### src/rtl/dummy_adc_mc.sv
// dummy_adc_mc: multi-channel ADC behavioural model with trigger handshake,
// fixed conversion latency, single/scan modes and a sticky status word.
//
// Ports:
//   clk          in   system clock, rising edge
//   rst_n        in   asynchronous active-low reset
//   trigger      in   start request (registered on entry)
//   mode         in   0 = single channel, 1 = scan ch_sel..NUM_CH-1
//   ch_sel       in   start channel; values >= NUM_CH are rejected
//   clear_status in   clears done/overrun/error (registered on entry)
//   analog_in    in   channel k sample at [k*ADC_BITS +: ADC_BITS]
//   measurement  out  zero-extended result, held until the next result
//   meas_ch      out  channel of the current measurement
//   meas_valid   out  one-cycle pulse per completed conversion
//   busy         out  high in any state except IDLE
//   status       out  {conv_count, 4'b0, last_ch, 3'b0, mode, error, overrun, done, busy}
module dummy_adc_mc #(
    parameter int DATA_WIDTH  = 32,
    parameter int NUM_CH      = 4,
    parameter int ADC_BITS    = 12,
    parameter int CONV_CYCLES = 8,
    localparam int CH_W       = $clog2(NUM_CH)
) (
    input  logic                         clk,
    input  logic                         rst_n,
    input  logic                         trigger,
    input  logic                         mode,
    input  logic [3:0]                   ch_sel,
    input  logic                         clear_status,
    input  logic [NUM_CH*ADC_BITS-1:0]   analog_in,
    output logic [DATA_WIDTH-1:0]        measurement,
    output logic [CH_W-1:0]              meas_ch,
    output logic                         meas_valid,
    output logic                         busy,
    output logic [DATA_WIDTH-1:0]        status
);
    localparam int CNT_W = (CONV_CYCLES > 1) ? $clog2(CONV_CYCLES) : 1;
    localparam logic [4:0] NCH = 5'(NUM_CH);
    localparam logic [CH_W-1:0] LAST_CH = CH_W'(NUM_CH - 1);

    typedef enum logic [1:0] {S_IDLE, S_SAMPLE, S_CONVERT, S_DONE} state_t;

    state_t                 r_state;
    logic                   r_trig;
    logic                   r_mode_req;
    logic [3:0]             r_ch_sel;
    logic                   r_clr;
    logic [CH_W-1:0]        r_ch;
    logic                   r_mode;
    logic [ADC_BITS-1:0]    r_hold;
    logic [CNT_W-1:0]       r_cnt;
    logic [15:0]            r_conv_count;
    logic                   r_done;
    logic                   r_ovr;
    logic                   r_err;
    logic [DATA_WIDTH-1:0]  r_meas;
    logic [CH_W-1:0]        r_meas_ch;
    logic                   r_meas_valid;
    logic                   r_busy;
    logic                   w_ch_ok;

    assign w_ch_ok = {1'b0, r_ch_sel} < NCH;

    // Control inputs pass through one register stage, so trigger sampled at
    // edge E0 is acted on at E1 and the first result appears after E(CONV_CYCLES+3).
    always_ff @(posedge clk or negedge rst_n) begin
        if (!rst_n) begin
            r_state      <= S_IDLE;
            r_trig       <= 1'b0;
            r_mode_req   <= 1'b0;
            r_ch_sel     <= '0;
            r_clr        <= 1'b0;
            r_ch         <= '0;
            r_mode       <= 1'b0;
            r_hold       <= '0;
            r_cnt        <= '0;
            r_conv_count <= '0;
            r_done       <= 1'b0;
            r_ovr        <= 1'b0;
            r_err        <= 1'b0;
            r_meas       <= '0;
            r_meas_ch    <= '0;
            r_meas_valid <= 1'b0;
            r_busy       <= 1'b0;
        end else begin
            r_trig       <= trigger;
            r_mode_req   <= mode;
            r_ch_sel     <= ch_sel;
            r_clr        <= clear_status;
            r_meas_valid <= 1'b0;
            // Clear first so that any set below on the same edge wins.
            if (r_clr) begin
                r_done <= 1'b0;
                r_ovr  <= 1'b0;
                r_err  <= 1'b0;
            end
            if (r_trig && r_state != S_IDLE)
                r_ovr <= 1'b1;
            case (r_state)
                S_IDLE: begin
                    if (r_trig) begin
                        if (w_ch_ok) begin
                            r_ch    <= r_ch_sel[CH_W-1:0];
                            r_mode  <= r_mode_req;
                            r_done  <= 1'b0;
                            r_busy  <= 1'b1;
                            r_state <= S_SAMPLE;
                        end else begin
                            r_err <= 1'b1;
                        end
                    end
                end
                S_SAMPLE: begin
                    r_hold  <= analog_in[int'(r_ch) * ADC_BITS +: ADC_BITS];
                    r_cnt   <= CNT_W'(CONV_CYCLES - 1);
                    r_state <= S_CONVERT;
                end
                S_CONVERT: begin
                    if (r_cnt == '0)
                        r_state <= S_DONE;
                    else
                        r_cnt <= r_cnt - 1'b1;
                end
                S_DONE: begin
                    r_meas       <= DATA_WIDTH'(r_hold);
                    r_meas_ch    <= r_ch;
                    r_meas_valid <= 1'b1;
                    r_done       <= 1'b1;
                    r_conv_count <= r_conv_count + 16'd1;
                    if (r_mode && r_ch < LAST_CH) begin
                        r_ch    <= r_ch + CH_W'(1);
                        r_state <= S_SAMPLE;
                    end else begin
                        r_busy  <= 1'b0;
                        r_state <= S_IDLE;
                    end
                end
            endcase
        end
    end

    assign measurement = r_meas;
    assign meas_ch     = r_meas_ch;
    assign meas_valid  = r_meas_valid;
    assign busy        = r_busy;
    // meas_ch is the channel of the last completed conversion.
    assign status      = DATA_WIDTH'({r_conv_count, 4'b0, 4'(r_meas_ch), 3'b0,
                                      r_mode, r_err, r_ovr, r_done, r_busy});
endmodule
### config.mk
export PLATFORM = sky130hd
export DESIGN_NAME = dummy_adc_mc
export DESIGN_NICKNAME = d
export VERILOG_FILES = /design/src/rtl/dummy_adc_mc.sv
export SDC_FILE = /design/constraint.sdc
export NUM_CORES = 1
export LEC_CHECK = 0
export CAP_MARGIN = 25
export CORE_ASPECT_RATIO = 1.5
export CORE_MARGIN = 2
export CORE_UTILIZATION = 47
export DETAILED_ROUTE_END_ITERATION = 7
export GPL_TIMING_DRIVEN = 0
export PLACE_DENSITY = 0.9
export SLEW_MARGIN = 20
export SYNTH_ARGS = -nofsm -noshare
export SYNTH_HDL_FRONTEND = slang
export SYNTH_SLANG_ARGS = --single-unit
### constraint.sdc
create_clock -name clk -period 2.8 [get_ports clk]
set_input_delay 0.84 -clock clk [delete_from_list [all_inputs] [get_ports clk]]
set_output_delay 0.84 -clock clk [all_outputs]
set_load 0.005 [all_outputs]
Word level (Yosys, flattened, before mapping)

Index checks and enable logic that the tools add are counted.

Eq/ne operators: 9
Magnitude comparators: 2
Multiply operators: 1
Add/subtract/negate cells: 3
Shift-type cells: 1
Muxes and demuxes: 26
Reductions and logical operators: 13

Operator list:

| kind                    | number |
|---|---|
| $shiftx A48 B7 Y12      | 1 |
| $add A16 B1 Y16 const B | 1 |
| $mux W1                 | 14 |
| $mux W2                 | 6 |
| $ne A2 B2 Y1 const B    | 6 |
| $pmux W2 S4             | 1 |
| $reduce_and A4 Y1       | 2 |
| $reduce_bool A2 Y1      | 4 |
| $pmux W3 S2             | 1 |
| $reduce_and A3 Y1       | 2 |
| $eq A2 B2 Y1 const B    | 2 |
| $lt A4 B3 Y1 const B    | 1 |
| $mul A2 B2 Y4 const B   | 1 |
| $pmux W1 S2             | 2 |
| $pmux W2 S2             | 1 |
| $logic_not A3 Y1        | 1 |
| $mux W3                 | 1 |
| $sub A3 B1 Y3 const B   | 1 |
| $add A2 B1 Y2 const B   | 1 |
| $eq A2 B1 Y1 const B    | 1 |
| $logic_and A1 B1 Y1     | 2 |
| $logic_not A2 Y1        | 1 |
| $lt A2 B2 Y1 const B    | 1 |
| $reduce_and A2 Y1       | 1 |

Logic and storage cells: 72
Bits in registers: 62
Output and inout port bits: 68
Input port bits: 57

Logic depth before layout (Yosys ltp)

Depth after elaboration: 4
Gate-level depth with buffers: 6
Gate-level depth less buffers: 6

Least setup slack after synthesis

Ideal clock, no wire load.

Path type: input to register
Start point: in analog_in[12]
End point: reg r_hold[0]
Buffers on the path: 0
Library setup time: 0.125 ns
Setup slack: 1.113 ns
Arrival time: 1.562 ns
Stages: 2
Required time: 2.675 ns
Cell sequence: mux4_1 > mux2_2

Longest elaborated chain between the ends: 1

Ends and longest elaborated chain:

| item                 | RTL line | RTL |
|---|---|---|
| from (decl)          | 30       | `input logic [NUM_CH*ADC_BITS-1:0] analog_in,` |
| $shiftx A48 B7 Y12   | 114      | `r_hold <= analog_in[int'(r_ch) * ADC_BITS +: ADC_BITS];` |
| to (signal assigned) | 114      |  |
| to (decl)            | 50       | `logic [ADC_BITS-1:0] r_hold;` |

Every way passes these cells.
A chain may end at the register's enable or synchronous reset.

Worst setup path in the final report

Start point: reg r_meas_ch[1], in the netlist meas_ch[1]
End point: out status[9]

RTL lines:

| item                   | RTL line | RTL |
|---|---|---|
| from (decl)            | 57       | `logic [CH_W-1:0] r_meas_ch;` |
| from (signal assigned) | 126      | `r_meas_ch <= r_ch;` |
| to (decl)              | 35       | `output logic [DATA_WIDTH-1:0] status` |

No word-level cell between the ends.

==> results.toml <==
[placed_design]
hpwlAfterDp_um = 5320
globalplace.congestion = 0.763
io_buffers = 95

[synthesis]
synth_compound_area_share_pct = 4.55
synthXorXnorAreaFrac_pct = 4.44
ys.flop_type = "dfrtp_1"
ys_types = 39
yosys.area.top_type = "dfrtp_1"
muxShareOfSynthArea_pct = 20.3
synthAdderAreaFrac_pct = 3.17
ys_seq_area_share_pct = 49.1
netlist_area_mm2 = 0.00316
yosys-top-cells-area = "dfrtp_1 (49%), buf_4 (8.6%), mux2_2 (7.8%), mux4_1 (5.0%), mux4_2 (4.3%)"
yosys.area.top_type_share_pct = 49.1
synth_simple_gate_area_share_pct = 6.85
synth-edff-count = 0
synthArstFlopShare_pct = 100
synth_top_family_by_area = "multiplexers"
synth_area_per_cell_um2 = 13.0
synthCells = 243
ys_warn_count = 0
synth-seq-cells = 62

[sta]
hold_viol_final = 0
fmax_mhz = 463
timing.hold.ws_ns = 0.393
setup-tns-final_ns = 0
rsz0062_at_grt = "false"
min_period_ns = 2.16
maxSlewViolCount = 0
fin_skew_ns = 0.00639
relSlewSlack_pct = 60.5
post-route-period-util_pct = 77.2
finalSetupViolations = 0
worstMarginPinSlew_ns = 0.592

[critical_path]
crit_required_ns = 1.96
reg2reg_slack_ns = 0.98
critPathKind = "flop to output pin"
cp-end-kind = "output pin"
startpoint_type = "flop"
crit_arrival_ns = 1.32
reg2regPathDepth = 5
worstPathMaxFanout = 3

[clock_network]
post_cts_buffers = 0
htreeDepth = 3
insertion_delay_ns = 0.33
numCtsBuffers = 9
cts_resized = 0
ctsRootBufferMaster = "clkbuf_8"
clkSinkCount = 62
tritoncts = "yes"
clockBufferDepth = 2
cts_hold_buf = 0
clk_pin_slew_worst_paths_ns = 0.07

[global_routing]
grt_pass1_vias = 2487
grt_usage_pct = 19.6
grt_first_pass_wirelength_um = 11300
antenna_found_initial = 0
grt_max_degree = 43
overflow = 0

[cells_and_area]
final_layout_size_suffix_gt1_share_pct = 24.8
final_common_cell = "clkdlybuf4s50_1"
diodes = 0
final_cell_mix = "clkdlybuf4s50_1 (94), dfrtp_1 (62), buf_4 (37), conb_1 (29), mux2_2 (22)"
nets = 443
area_delta_synth_final_pct = 43.8

[die]
dieArea_mm2 = 0.00741
start_util_pct = 48.7
die_h_um = 104
die_w_um = 70.9
core_mm2 = 0.00649
pin_count = 125
rows = 36

[detailed_routing]
wl_per_cell_um = 14.8
drt_iter0_drc = 79
dr_total_vias = 2320
dr.pass1.iters = 4
wl_um = 6810
drc = 0
drtAntennaViolNets = 0
via_per_inst = 5.05

[power]
p_leak_nw = 2.11
pwr_density_cell_mw_per_mm2 = 912
ir_drop_mv = 0.623
power.total_mw = 4.14

[status]
outcome = "finished clean"

[flow_run]
cap_violations = 0

[min_path]
hp-class = "primary input to asynchronous set/reset pin"
final cells by class:
| type | count | area [um2] |
|---|---|---|
| Timing Repair Buffer | 96 | 968 |
| Clock inverter | 4 | 70.1 |
| Tap cell | 76 | 95.1 |
| Buffer | 44 | 328 |
| Clock buffer | 12 | 145 |
| Fill cell | 457 | 1940 |
| Sequential cell | 62 | 1550 |
| Inverter | 9 | 33.8 |
| Multi-Input combinational cell | 156 | 1350 |
Yosys cell counts (all sizes together), types with 2 or more instances:
master and count:
xor2 7, ha 8, nor2 6, o22ai 2
a211oi 2, dfrtp 62, nand3 9, mux2 29
nor3 5, nand2 8, and3 6, a21oi 6
inv 9, o21ai 6, mux4 12, xnor2 9
clkbuf 2, nand4 2, buf 42
routing by layer:
layer  up-vias  track usage, %  share of wire, %
li1       1064               -                 -
met1      1143            21.5                36
met2       101            34.8                56
met3        12            4.94               6.4
met4         0            8.76               1.7
met5         -               0                 0
registers in the layout, indices dropped and copies added (netlist names), 2 cells and up:
name          cells
r_hold           12
r_conv_count     16
r_ch_sel          4
measurement      12
meas_ch           2
r_ch              2
r_cnt             3
r_state           2
final timing paths:
check,startpoint,endpoint
min in group clk,r_conv_count[15],r_conv_count[15]
worst max-delay path,meas_ch[1],status[9]
worst min-delay path,rst_n,r_conv_count[12]
worst min register to register,r_conv_count[15],r_conv_count[15]
worst max register to register,r_state[1],r_hold[5]
max in group asynchronous,rst_n,r_hold[8]
cells by family after synthesis:
group / Yosys count
buffers and inverters: 53
xor gates and xnor gates: 16
muxes: 41
other: 1
and+or+nand+nor: 41
AOI/OAI and AO/OA: 21
adders and majority gates: 8
DFF: 62
critical path: stages, from the launching register on:
cell and delay, ns:
dfrtp_1 0.39, buf_4 0.12, clkdlybuf4s50_1 0.49
metrics by stage:
| step | cell area (um2) | instances | utilization [%] | setup WS [ns] |
|---|---|---|---|---|
| final | 4540 | 459 | 70.0 | 0.639 |
| after global routing | 4540 | 459 | 70.0 | 0.579 |
| after CTS | 4540 | 459 | 70.0 | 0.626 |
| after detailed placement | 4330 | 443 | 66.7 | 0.655 |
| after global placement | 4310 | 442 | 66.5 | -1.02 |
| after floorplan | 3260 | 271 | - | 1.11 |
power breakdown:
group          switching (mW)  total, mW  internal [mW]
sequential              0.235       1.46           1.22
combinational           0.682       1.84           1.16
clock                   0.324      0.847          0.523
Note: power is estimated with default switching activity, not from simulation.
